--- config.mk ---
export PLATFORM = sky130hd
export DESIGN_NAME = mem_port_arbiter
export DESIGN_NICKNAME = d
export VERILOG_FILES = /design/src/rtl/mem_arb_pkg.sv /design/src/rtl/arb_lat_counter.sv /design/src/rtl/mem_port_arbiter.sv
export SDC_FILE = /design/constraint.sdc
export NUM_CORES = 1
export LEC_CHECK = 0
export BUFFER_PORTS_ARGS = -buffer_cell sky130_fd_sc_hd__buf_2
export CAP_MARGIN = 10
export CORE_AREA = 2 2 108 110
export CTS_CLUSTER_SIZE = 12
export DETAILED_ROUTE_END_ITERATION = 10
export DIE_AREA = 0 0 110 112
export PLACE_DENSITY = 0.54
export SYNTH_ARGS = -nofsm -noshare
export SYNTH_HDL_FRONTEND = slang
export SYNTH_HIERARCHICAL = 1
export SYNTH_SLANG_ARGS = --single-unit
--- constraint.sdc ---
create_clock -name clk -period 2.95 [get_ports clk]
set_input_delay 0.295 -clock clk [delete_from_list [all_inputs] [get_ports clk]]
set_output_delay 0.295 -clock clk [all_outputs]
set_load 0.01 [all_outputs]
--- src/rtl/mem_arb_pkg.sv ---
// Shared types and constants for the memory port arbiter.
package mem_arb_pkg;

  typedef enum logic [1:0] {
    OWN_NONE,
    OWN_IF,
    OWN_LS
  } owner_e;

  typedef enum logic {
    ARB_IDLE,
    ARB_BUSY
  } arb_state_e;

  // Fetches always read a full word
  localparam logic [3:0] FETCH_BE = 4'hF;

  // Width of a counter that must be able to hold the value 'limit'
  function automatic int cnt_width(input int limit);
    return $clog2(limit + 1);
  endfunction

endpackage

--- src/rtl/arb_lat_counter.sv ---
// Saturating up-counter with synchronous clear; 'done' while the count equals LIMIT.
// A clear together with enable counts the current cycle as the first one, so a
// counter cleared on a grant reaches LIMIT exactly LIMIT cycles after that grant.
module arb_lat_counter
  import mem_arb_pkg::*;
#(
  parameter int LIMIT = 1
) (
  input  logic clk,
  input  logic reset,
  input  logic clear,
  input  logic enable,
  output logic done
);

  localparam int W = cnt_width(LIMIT);
  localparam logic [W-1:0] LIMIT_V = W'(LIMIT);

  logic [W-1:0] count_reg;

  // count enabled cycles, restart on clear, hold at LIMIT
  always_ff @(posedge clk or posedge reset) begin
    if (reset) begin
      count_reg <= '0;
    end else if (clear) begin
      count_reg <= enable ? W'(1) : '0;
    end else if (enable && (count_reg != LIMIT_V)) begin
      count_reg <= count_reg + W'(1);
    end
  end

  assign done = (count_reg == LIMIT_V);

endmodule

--- src/rtl/mem_port_arbiter.sv ---
// Arbitrates the single-port memory between instruction fetch (IF) and the
// load/store unit (LS), one outstanding transaction at a time over a memory
// with fixed read latency MEM_LAT. Grants are combinational in IDLE or in the
// completion cycle, so back-to-back transactions reach full utilisation.
// LS wins over IF; with ARB_STARVE_GUARD_EN defined, IF is forced after
// STARVE_LIMIT consecutive LS grants taken while IF was waiting.
module mem_port_arbiter
  import mem_arb_pkg::*;
#(
  parameter int MEM_LAT = 1
`ifdef ARB_STARVE_GUARD_EN
  , parameter int STARVE_LIMIT = 4
`endif
) (
  input  logic        clk,
  input  logic        reset,
  input  logic        if_req_i,
  input  logic [31:0] if_addr_i,
  output logic        if_gnt_o,
  output logic        if_rvalid_o,
  output logic [31:0] if_rdata_o,
  input  logic        ls_req_i,
  input  logic        ls_we_i,
  input  logic [3:0]  ls_be_i,
  input  logic [31:0] ls_addr_i,
  input  logic [31:0] ls_wdata_i,
  output logic        ls_gnt_o,
  output logic        ls_rvalid_o,
  output logic [31:0] ls_rdata_o,
  output logic        mem_req_o,
  output logic        mem_we_o,
  output logic [3:0]  mem_be_o,
  output logic [31:0] mem_addr_o,
  output logic [31:0] mem_wdata_o,
  input  logic [31:0] mem_rdata_i,
  output logic        busy_o
);

  arb_state_e state_reg;
  owner_e     owner_reg;
  logic       store_reg;

  logic lat_done;
  logic complete;
  logic can_grant;
  logic force_if;
  logic grant_ls;
  logic grant_if;
  logic grant_any;

  // state_reg is forced to IDLE by reset, so completion cannot fire under reset
  assign complete  = (state_reg == ARB_BUSY) && lat_done;
  assign can_grant = !reset && ((state_reg == ARB_IDLE) || complete);
  assign grant_ls  = can_grant && ls_req_i && !(force_if && if_req_i);
  assign grant_if  = can_grant && if_req_i && !grant_ls;
  assign grant_any = grant_ls || grant_if;

  arb_lat_counter #(
    .LIMIT (MEM_LAT)
  ) u_lat_cnt (
    .clk    (clk),
    .reset  (reset),
    .clear  (grant_any),
    .enable (grant_any || (state_reg == ARB_BUSY)),
    .done   (lat_done)
  );

`ifdef ARB_STARVE_GUARD_EN
  logic starve_done;

  arb_lat_counter #(
    .LIMIT (STARVE_LIMIT)
  ) u_starve_cnt (
    .clk    (clk),
    .reset  (reset),
    .clear  (grant_if),
    .enable (grant_ls && if_req_i),
    .done   (starve_done)
  );

  assign force_if = starve_done;
`else
  assign force_if = 1'b0;
`endif

  // transaction FSM: remember owner and kind of the access in flight
  always_ff @(posedge clk or posedge reset) begin
    if (reset) begin
      state_reg <= ARB_IDLE;
      owner_reg <= OWN_NONE;
      store_reg <= 1'b0;
    end else if (grant_ls) begin
      state_reg <= ARB_BUSY;
      owner_reg <= OWN_LS;
      store_reg <= ls_we_i;
    end else if (grant_if) begin
      state_reg <= ARB_BUSY;
      owner_reg <= OWN_IF;
      store_reg <= 1'b0;
    end else if (complete) begin
      state_reg <= ARB_IDLE;
      owner_reg <= OWN_NONE;
      store_reg <= 1'b0;
    end
  end

  // grant strobes and memory payload, zeroed whenever nothing is issued
  always_comb begin
    if_gnt_o    = grant_if;
    ls_gnt_o    = grant_ls;
    mem_req_o   = grant_any;
    mem_we_o    = 1'b0;
    mem_be_o    = '0;
    mem_addr_o  = '0;
    mem_wdata_o = '0;
    if (grant_ls) begin
      mem_we_o    = ls_we_i;
      mem_be_o    = ls_be_i;
      mem_addr_o  = ls_addr_i;
      mem_wdata_o = ls_we_i ? ls_wdata_i : '0;
    end else if (grant_if) begin
      mem_be_o   = FETCH_BE;
      mem_addr_o = if_addr_i;
    end
  end

  assign if_rvalid_o = complete && (owner_reg == OWN_IF);
  assign ls_rvalid_o = complete && (owner_reg == OWN_LS);
  assign if_rdata_o  = if_rvalid_o ? mem_rdata_i : '0;
  assign ls_rdata_o  = (ls_rvalid_o && !store_reg) ? mem_rdata_i : '0;
  assign busy_o      = (state_reg != ARB_IDLE);

endmodule
; Word level (Yosys, flattened, before mapping)
; Index checks and enable logic that the tools add are counted.
[word_totals]
input_bits = 137
out_inout_bits = 139
regBits = 5
[op_classes]
n_addsub = 1
eq_ne = 2
muxes = 20
reduce_logical = 17
n_bitwise = 2
[ops]
columns = operator, count
row1 = $mux 32, 6
row2 = $logic_and 1x1->1, 9
row3 = $mux 1, 9
row4 = $mux 4, 2
row5 = $mux 2, 3
row6 = $logic_not 1->1, 3
row7 = $logic_or 1x1->1, 3
row8 = $reduce_bool 3->1, 1
row9 = $eq 2x1->1 const B, 1
row10 = $eq 2x2->1 const B, 1
row11 = $not 1->1, 2
row12 = $reduce_bool 2->1, 1
row13 = $add 1x1->1 const B, 1

; Depth between registers and ports, before layout
; Gate-level depths: netlist of run 1.
[logic_depth]
depth_word = 11
depth_mapped = 6

; Cells and area by module
; Netlist of run 1, hierarchy kept.
[modules_own_cells]
columns = mod, instances, seq_area_each_um2, area_each_um2, cells_each
row1 = mem_port_arbiter, 1, 100.1, 1380.1, 222
row2 = arb_lat_counter, 1, 25.0, 40.0, 4

; Worst setup path after synthesis of run 1
; No wires, ideal clock.
[synth_path]
kind = reg-to-output
start = register state_reg (netlist: busy_o)
end = output port ls_rdata_o[10]
n_path_buf = 1
arrival_ns = 1.284
stages_incl_launch_ff = 5
setup_slack_ns = 1.371
required_time_ns = 2.655
cell_sequence = dfrtp_1 -> nand2_2 -> nor4b_4 -> clkbuf_2 -> and2_1
[synth_between]
elab_chain_cells = 4
[synth_lines]
columns = item, line
row1 = "start, declared", mem_port_arbiter.sv:39  ; arb_state_e state_reg;
row2 = "start signal, assigned", mem_port_arbiter.sv:89  ; state_reg <= ARB_IDLE;
row3 = "start signal, assigned", mem_port_arbiter.sv:93  ; state_reg <= ARB_BUSY;
row4 = "start signal, assigned", mem_port_arbiter.sv:97  ; state_reg <= ARB_BUSY;
row5 = $logic_and 1x1->1, mem_port_arbiter.sv:52  ; assign complete = (state_reg == ARB_BUSY) && lat_done;
row6 = $logic_and 1x1->1, mem_port_arbiter.sv:128  ; assign ls_rvalid_o = complete && (owner_reg == OWN_LS);
row7 = $logic_and 1x1->1, mem_port_arbiter.sv:130  ; assign ls_rdata_o = (ls_rvalid_o && !store_reg) ? mem_rdata_i : '0;
row8 = $mux 32, mem_port_arbiter.sv:130
row9 = "end, declared", mem_port_arbiter.sv:29  ; output logic [31:0] ls_rdata_o,
; No other way between the ends.

; Worst setup path in the final report of run 1
[layout_path]
start = input port reset
end = output port mem_req_o
[layout_between]
elab_chain_cells = 6
word_cells_on_any_way = 7
cone_classes = 7 x reduce/logical
[layout_lines]
columns = item, line
row1 = "start, declared", mem_port_arbiter.sv:16  ; input logic reset,
row2 = $logic_not 1->1 (no source line) *, --
row3 = $logic_and 1x1->1 *, mem_port_arbiter.sv:53  ; assign can_grant = !reset && ((state_reg == ARB_IDLE) || complete);
row4 = $logic_and 1x1->1, mem_port_arbiter.sv:54  ; assign grant_ls = can_grant && ls_req_i && !(force_if && if_req_i);
row5 = $logic_not 1->1, mem_port_arbiter.sv:55  ; assign grant_if = can_grant && if_req_i && !grant_ls;
row6 = $logic_and 1x1->1, mem_port_arbiter.sv:55
row7 = $logic_or 1x1->1 *, mem_port_arbiter.sv:56  ; assign grant_any = grant_ls || grant_if;
row8 = "end, declared", mem_port_arbiter.sv:30  ; output logic mem_req_o,
; Every way passes the cells marked *; elsewhere a longest branch is shown, timed or not.

==> Implementation_results.wiki, run 1 <==
{| class="wikitable"
! Metric !! Value
|-
| Final Cycle Share || 74.1%
|-
| Setup repair after global routing missed its margin || false
|-
| Proportion of synthesized chip area in sequential cells || 8.81%
|-
| Initial antenna violation count || 0
|-
| Mean instance size in the synthesized netlist || 6.28 µm²
|-
| Synthesis warning total || 6
|-
| Drt first-iter violations || 65
|-
| Area overhead of the layout relative to synthesis || 112%
|-
| Internal power summed over all cells || 441 µW
|-
| Worst r2r src || busy_o
|-
| Detailed Routing Iterations Pass 1 || 4
|-
| Global-route wire length before repair || 9.49 mm
|-
| Worst max-slew margin expressed relative to the limit || 75.8%
|-
| Vertical die dimension || 112 µm
|-
| Core Box Area || 11200 µm²
|-
| Number of clock sinks || 5
|-
| Signal arrival time at the worst endpoint || 1.89 ns
|-
| Vias in the first global route || 2208
|-
| Placement row count || 39
|-
| Cell Pwr Density || 225 nW/µm²
|-
| Layout cells sized above 1 || 58.9%
|-
| Peak Freq || 457 MHz
|-
| Clock power share || 32.3%
|-
| Reg clk slew, reported paths || 0.03 ns
|-
| Required time of the critical path || 2.65 ns
|-
| Total Routing Usage GR || 9.26%
|-
| Launch instance of the worst min-delay path || ls_we_i
|-
| Final max-slew violation count || 0
|-
| Transition time of the tightest slew-check pin || 0.363 ns
|-
| Global placement routability congestion || 0.725
|-
| Result of the run || finished, final reports clean
|-
| Top cell type's share of synthesized area || 42.3%
|-
| Largest register FFs || 2
|-
| CP Launch Type || input pin
|-
| Final Hold Fails || 0
|-
| Kind of capture point of the worst setup path || output port
|-
| Most frequently used flop master after synthesis || sky130_fd_sc_hd__dfrtp_1
|-
| Worst setup path startpoint || reset
|-
| Classification of the worst setup path || in -> out
|-
| Clock skew after layout || 0.000443 ns
|-
| Routed via count divided by cell count || 3.96
|-
| Instance count of the mapped netlist || 226
|-
| Clk Tree Root Cell || sky130_fd_sc_hd__clkbuf_16
|-
| Total routed wirelength || 6.65 mm
|-
| Pin count of the biggest net entering global routing || 38
|-
| Number of buffers inserted by port buffering || 275
|-
| Max-capacitance violation count || 0
|-
| Cell depth of the worst flop-to-flop path || 6
|-
| Post-synth design cell area || 1420 µm²
|-
| Top Ports || 276
|-
| DRT antenna net count || 0
|-
| Post-Syn Nets || 363
|-
| # nets final || 629
|-
| Proportion of total power due to net switching || 34.9%
|-
| Total inserted antenna cells || 0
|-
| Horizontal die dimension || 110 µm
|-
| Leading post-synthesis cells by cell area || sky130_fd_sc_hd__and2_1 42%, sky130_fd_sc_hd__a22oi_1 17%, sky130_fd_sc_hd__nor2_1 11%
|-
| Global-route congestion overflow total || 0
|-
| Area of the die || 12300 µm²
|-
| Setup-failing EPs final || 0
|-
| Number of buffers created by CTS || 3
|-
| Shortest clock period the worst path allows after layout || 2.19 ns
|-
| Worst hold-check path type || in -> reg
|-
| Power share of the combinational group || 54.6%
|-
| Final routed DRC violation total || 0
|-
| Library cells used by synthesis || 25
|-
| Setup slack of the most critical reg-to-reg path || 1.38 ns
|-
| Synthesis-stage register bit count || 5
|-
| Estimated wirelength of the detail-placed design || 5.69 mm
|-
| EDFF count, synth || 0
|-
| Via Count || 2513
|-
| Critical Path Fanout Max || 37
|-
| Reg-to-reg critical path endpoint || u_lat_cnt/done
|-
| Library cell occupying the most area in the post-synthesis netlist || sky130_fd_sc_hd__and2_1
|-
| Average wire per standard cell || 10.5 µm
|-
| CTS Buffer Depth || 2
|-
| Share of synthesized flip-flops with an asynchronous set or reset || 100%
|-
| Initial Utilization || 12.7%
|-
| Leakage || 1.92 nW
|-
| Peak supply drop || 237 µV
|-
| Level count of the clock H-tree || 1
|-
| Cell count after placement || 629
|-
| Post-CTS Resized || 0
|-
| Final setup TNS || 0 ns
|-
| Net switching power figure || 236 µW
|-
| Finished Layout Cells || 634
|-
| Share of total power in sequential cells || 13.2%
|-
| Worst setup endpoint || mem_req_o
|-
| TritonCTS clock tree || built
|-
| Insertion delay to the later sink of the worst-skew pair || 0.22 ns
|-
| Most common cell in the synthesized netlist || sky130_fd_sc_hd__and2_1
|-
| Most used standard cells in the synthesized netlist || 96 x sky130_fd_sc_hd__and2_1, 40 x sky130_fd_sc_hd__nor2_1, 32 x sky130_fd_sc_hd__a22oi_1, 10 x sky130_fd_sc_hd__buf_2, 6 x sky130_fd_sc_hd__clkbuf_1
|}
## final cells by class
cell class / instances / area (µm²)
fillers: 1230 / 8160
repair buffers: 282 / 1430
multi-input cells: 196 / 1190
well taps: 143 / 179
flip-flops and latches: 5 / 125
clock buffers: 4 / 78.8
inverters: 4 / 15.0
## worst min path at each step
stage / to / depth (start not counted)
2_1_floorplan: u_lat_cnt/done / 1
3_3_place_gp: u_lat_cnt/done / 2
3_5_place_dp: u_lat_cnt/done / 2
4_1_cts: store_reg / 3
5_1_grt: store_reg / 3
6_report: store_reg / 3
## cell usage in the layout, fill, tap and decap left out, types with 2 or more instances in the layout
cell type | synthesis | routed
sky130_fd_sc_hd__and2_1 | 96 | 96
sky130_fd_sc_hd__a21oi_1 | 4 | 4
sky130_fd_sc_hd__nor2b_1 | 4 | 3
sky130_fd_sc_hd__nand2_1 | 2 | 2
sky130_fd_sc_hd__nand3_1 | 2 | 2
sky130_fd_sc_hd__buf_2 | 10 | 275
sky130_fd_sc_hd__a22oi_1 | 32 | 32
sky130_fd_sc_hd__dfrtp_1 | 5 | 5
sky130_fd_sc_hd__o21ai_0 | 5 | 5
sky130_fd_sc_hd__clkbuf_16 | 0 | 3
sky130_fd_sc_hd__buf_4 | 0 | 6
sky130_fd_sc_hd__nor2_1 | 40 | 40
sky130_fd_sc_hd__inv_1 | 4 | 4
## power by group through the flow
| stage | combinational, mW | sequential (mW) | clock [mW] |
|---|---|---|---|
| 5_1_grt | 0.412 | 0.0909 | 0.229 |
| 4_1_cts | 0.373 | 0.0892 | 0.222 |
| 2_1_floorplan | 0.183 | 0.0877 | 0 |
| 3_3_place_gp | 0.367 | 0.0894 | 0 |
| 3_5_place_dp | 0.371 | 0.0897 | 0 |
| 6_report | 0.370 | 0.0892 | 0.218 |
## logic make-up after synthesis
group / after synthesis / share of synthesized area (%)
flip-flops: 5 / 8.81
AND/OR/NAND/NOR: 151 / 61.1
AO/OA/AOI/OAI: 45 / 22.4
buffers and inverters: 25 / 7.75
## metrics by stage
step | utilization, % | total power, mW | instance area (µm²) | hold WS [ns] | worst slack (ns)
after floorplan | - | 0.271 | 1420 | 0.0237 | 1.37
after global placement | 26.2 | 0.457 | 2930 | 0.193 | 1.22
after detailed placement | 26.2 | 0.460 | 2930 | 0.197 | 1.14
after CTS | 27.0 | 0.685 | 3020 | 0.408 | 0.752
after global routing | 27.0 | 0.732 | 3020 | 0.423 | 0.574
final | 27.0 | 0.677 | 3020 | 0.403 | 0.763
## worst max-delay path, cell delays in order
cell and delay (ns):
sky130_fd_sc_hd__dlygate4sd3_1 0.53, sky130_fd_sc_hd__buf_2 0.16, sky130_fd_sc_hd__inv_1 0.18, sky130_fd_sc_hd__nand2_1 0.13, sky130_fd_sc_hd__buf_4 0.26, sky130_fd_sc_hd__nor2_1 0.17
sky130_fd_sc_hd__buf_2 0.15
## layer usage
metal	track usage, %	up-vias	wire length, µm
met1	10.4	1104	2490
met2	17.9	133	3460
met5	0	-	0
met3	1.87	2	667
met4	1.35	0	17
li1	-	1274	-
## timing repair
item / CTS / global route
endpoints found under the hold margin: 1 / 0
buffers inserted: 0 / 0
hold buffers: 1 / 0
Note: power is estimated with default switching activity, not from simulation.
==> run 2, diff against run 1 <==
Settings changed: CORE_AREA 2 2 108 110 to 2 2 106 108, DIE_AREA 0 0 110 112 to 0 0 108 110, PLACE_DENSITY 0.54 to 0.57.
Clock period 2.95 ns to 1.9 ns, I/O delays scaled along.
==> Implementation_results.wiki, run 2 (same netlist as run 1, synthesis figures left out) <==
{| class="wikitable"
! Metric !! Value
|-
| CP Launch Type || flop
|-
| Result of the run || finished, final reports clean
|-
| Total inserted antenna cells || 0 (unchanged)
|-
| Signal arrival time at the worst endpoint || 1.59 ns (-0.30 ns)
|-
| Insertion delay to the later sink of the worst-skew pair || 0.22 ns (about the same)
|-
| Reg clk slew, reported paths || 0.03 ns (about the same)
|-
| Post-Place Setup Slack || 0.269 ns (-0.870 ns)
|-
| Pin count of the biggest net entering global routing || 37 (-2.6%)
|-
| Max-capacitance violation count || 0 (unchanged)
|-
| Global-route wire length before repair || 9.42 mm (-0.80%)
|-
| Worst hold-check path type || in -> reg
|-
| Largest register FFs || 2 (unchanged)
|-
| Average wire per standard cell || 11.3 µm (+8.1%)
|-
| Level count of the clock H-tree || 1 (unchanged)
|-
| Final hold slack || 0.302 ns (-0.101 ns)
|-
| Final Hold Fails || 0 (unchanged)
|-
| Vias in the first global route || 2070 (-6.3%)
|-
| Post-CTS Setup Inserts || 0 (unchanged)
|-
| Detailed Routing Iterations Pass 1 || 4 (unchanged)
|-
| Most common cell after layout, fill and taps aside || sky130_fd_sc_hd__buf_2
|-
| Multi-input combinational cell area || 1190 µm² (unchanged)
|-
| TritonCTS clock tree || built
|-
| Required time of the critical path || 1.71 ns (-0.94 ns)
|-
| Clk Tree Root Cell || sky130_fd_sc_hd__clkbuf_8
|-
| Storage cell area || 126 µm² (+1.0%)
|-
| Setup slack of the most critical reg-to-reg path || 0.53 ns (-0.85 ns)
|-
| Initial Utilization || 13.3% (+0.57 points)
|-
| Classification of the worst setup path || reg -> out
|-
| Global-route congestion overflow total || 0 (unchanged)
|-
| Cell Pwr Density || 308 nW/µm² (+37%)
|-
| Utilization after layout || 28.2% (+1.2 points)
|-
| Kind of capture point of the worst setup path || output port
|-
| Cell depth of the worst flop-to-flop path || 5 (-1)
|-
| Number of buffers created by CTS || 3 (unchanged)
|-
| Global placement routability congestion || 0.797 (+9.9%)
|-
| Transition time of the tightest slew-check pin || 0.356 ns (-0.00662 ns)
|-
| Worst setup endpoint || mem_wdata_o[7]
|-
| CTS Buffer Depth || 2 (unchanged)
|-
| Worst setup path startpoint || busy_o
|-
| Fillers || 1186 (-3.6%)
|-
| Top Ports || 276 (unchanged)
|-
| Reg-to-reg critical path endpoint || u_lat_cnt/done
|-
| Via Count || 2511 (-0.080%)
|-
| Peak supply drop || 304 µV (+28%)
|-
| DRT antenna net count || 0 (unchanged)
|-
| Layout cells sized above 1 || 58.9% (+0.084 points)
|-
| Number of clock sinks || 5 (unchanged)
|-
| Worst r2r src || busy_o
|-
| Leakage || 1.92 nW (-0.17%)
|-
| # nets final || 630 (+0.16%)
|-
| Estimated wirelength of the detail-placed design || 6.04 mm (+6.3%)
|-
| Setup repair after global routing missed its margin || false
|-
| Area overhead of the layout relative to synthesis || 113% (about the same)
|-
| Final setup TNS || 0 ns (unchanged)
|-
| Placement row count || 38 (-2.6%)
|-
| Drt first-iter violations || 78 (+20%)
|-
| Worst max-slew margin expressed relative to the limit || 76.2% (+0.44 points)
|-
| Min setup slack post-route || 0.121 ns (-0.643 ns)
|-
| Peak Freq || 562 MHz
|-
| Shortest clock period the worst path allows after layout || 1.78 ns
|-
| Total routed wirelength || 7.16 mm (+7.7%)
|-
| Total Routing Usage GR || 9.66% (+0.40 points)
|-
| Vertical die dimension || 110 µm (-1.8%)
|-
| Number of buffers inserted by port buffering || 275 (unchanged)
|-
| Critical Path Fanout Max || 33 (-11%)
|-
| Final routed DRC violation total || 0 (unchanged)
|-
| Final max-slew violation count || 0 (unchanged)
|-
| Initial antenna violation count || 0 (unchanged)
|-
| Commonest cells after routing, fill and taps aside || 275 x sky130_fd_sc_hd__buf_2, 96 x sky130_fd_sc_hd__and2_1, 40 x sky130_fd_sc_hd__nor2_1
|-
| Horizontal die dimension || 108 µm (-1.8%)
|-
| Area of the die || 11900 µm² (-3.6%)
|-
| Core Box Area || 10700 µm² (-4.3%)
|-
| Clock skew after layout || 0.000597 ns (+0.000154 ns)
|-
| Routed via count divided by cell count || 3.97 (+0.24%)
|-
| Final Cycle Share || 93.7%
|-
| Setup-failing EPs final || 0 (unchanged)
|}
run 2: per-stage QoR:
step / cell area (µm²) / instances / power, mW
6_report: 3020 / 632 / 0.930
3_5_place_dp: 2950 / 626 / 0.733
5_1_grt: 3020 / 632 / 1.01
4_1_cts: 3010 / 632 / 0.938
3_3_place_gp: 2950 / 626 / 0.722
2_1_floorplan: 1420 / 226 / 0.420
run 2: power breakdown:
part	switching, mW	leakage (nW)	internal (mW)
Clock	0.0528	0.0228	0.144
Sequential	0.0192	0.0587	0.120
Combinational	0.297	1.84	0.298
run 2: worst max-delay path, stage by stage, from the launching register on:
cell and delay (ns):
sky130_fd_sc_hd__dfrtp_2 0.44, sky130_fd_sc_hd__nor2b_1 0.16, sky130_fd_sc_hd__nor3_2 0.17, sky130_fd_sc_hd__buf_4 0.27
sky130_fd_sc_hd__and2_1 0.18, sky130_fd_sc_hd__buf_2 0.13
run 2: how the worst min path moves through the flow:
stage	startpoint	endpoint	slack, ns	depth (start not counted)
3_3_place_gp	reset	u_lat_cnt/done	0.09	2
2_1_floorplan	reset	u_lat_cnt/done	-0.08	1
5_1_grt	ls_req_i	owner_reg[1]	0.33	3
3_5_place_dp	reset	u_lat_cnt/done	0.09	2
6_report	reset	busy_o	0.30	2
4_1_cts	ls_we_i	store_reg	0.31	3
run 2: repair_timing:
item,in CTS,in global routing
hold buffers,2,0
endpoints found under the hold margin,5,0
endpoints found under the setup margin,0,73
resized for setup,0,2
run 2: cell type report:
type | instances | area share, %
Timing Repair Buffer | 283 | 48.7
Multi-Input combinational cell | 196 | 39.3
Sequential cell | 5 | 4.19
Clock buffer | 4 | 1.49
Inverter | 4 | 0.497
Tap cell | 140 | 5.80
run 2: routing by layer:
layer | wire [µm] | share of wire, % | global-route usage, % | vias to the layer above
met5 | 0 | 0 | 0 | -
met4 | 0 | 0 | 0.733 | 0
met3 | 731 | 10 | 2.23 | 0
met2 | 3690 | 52 | 18.4 | 140
met1 | 2740 | 38 | 11.5 | 1096
li1 | - | - | - | 1275
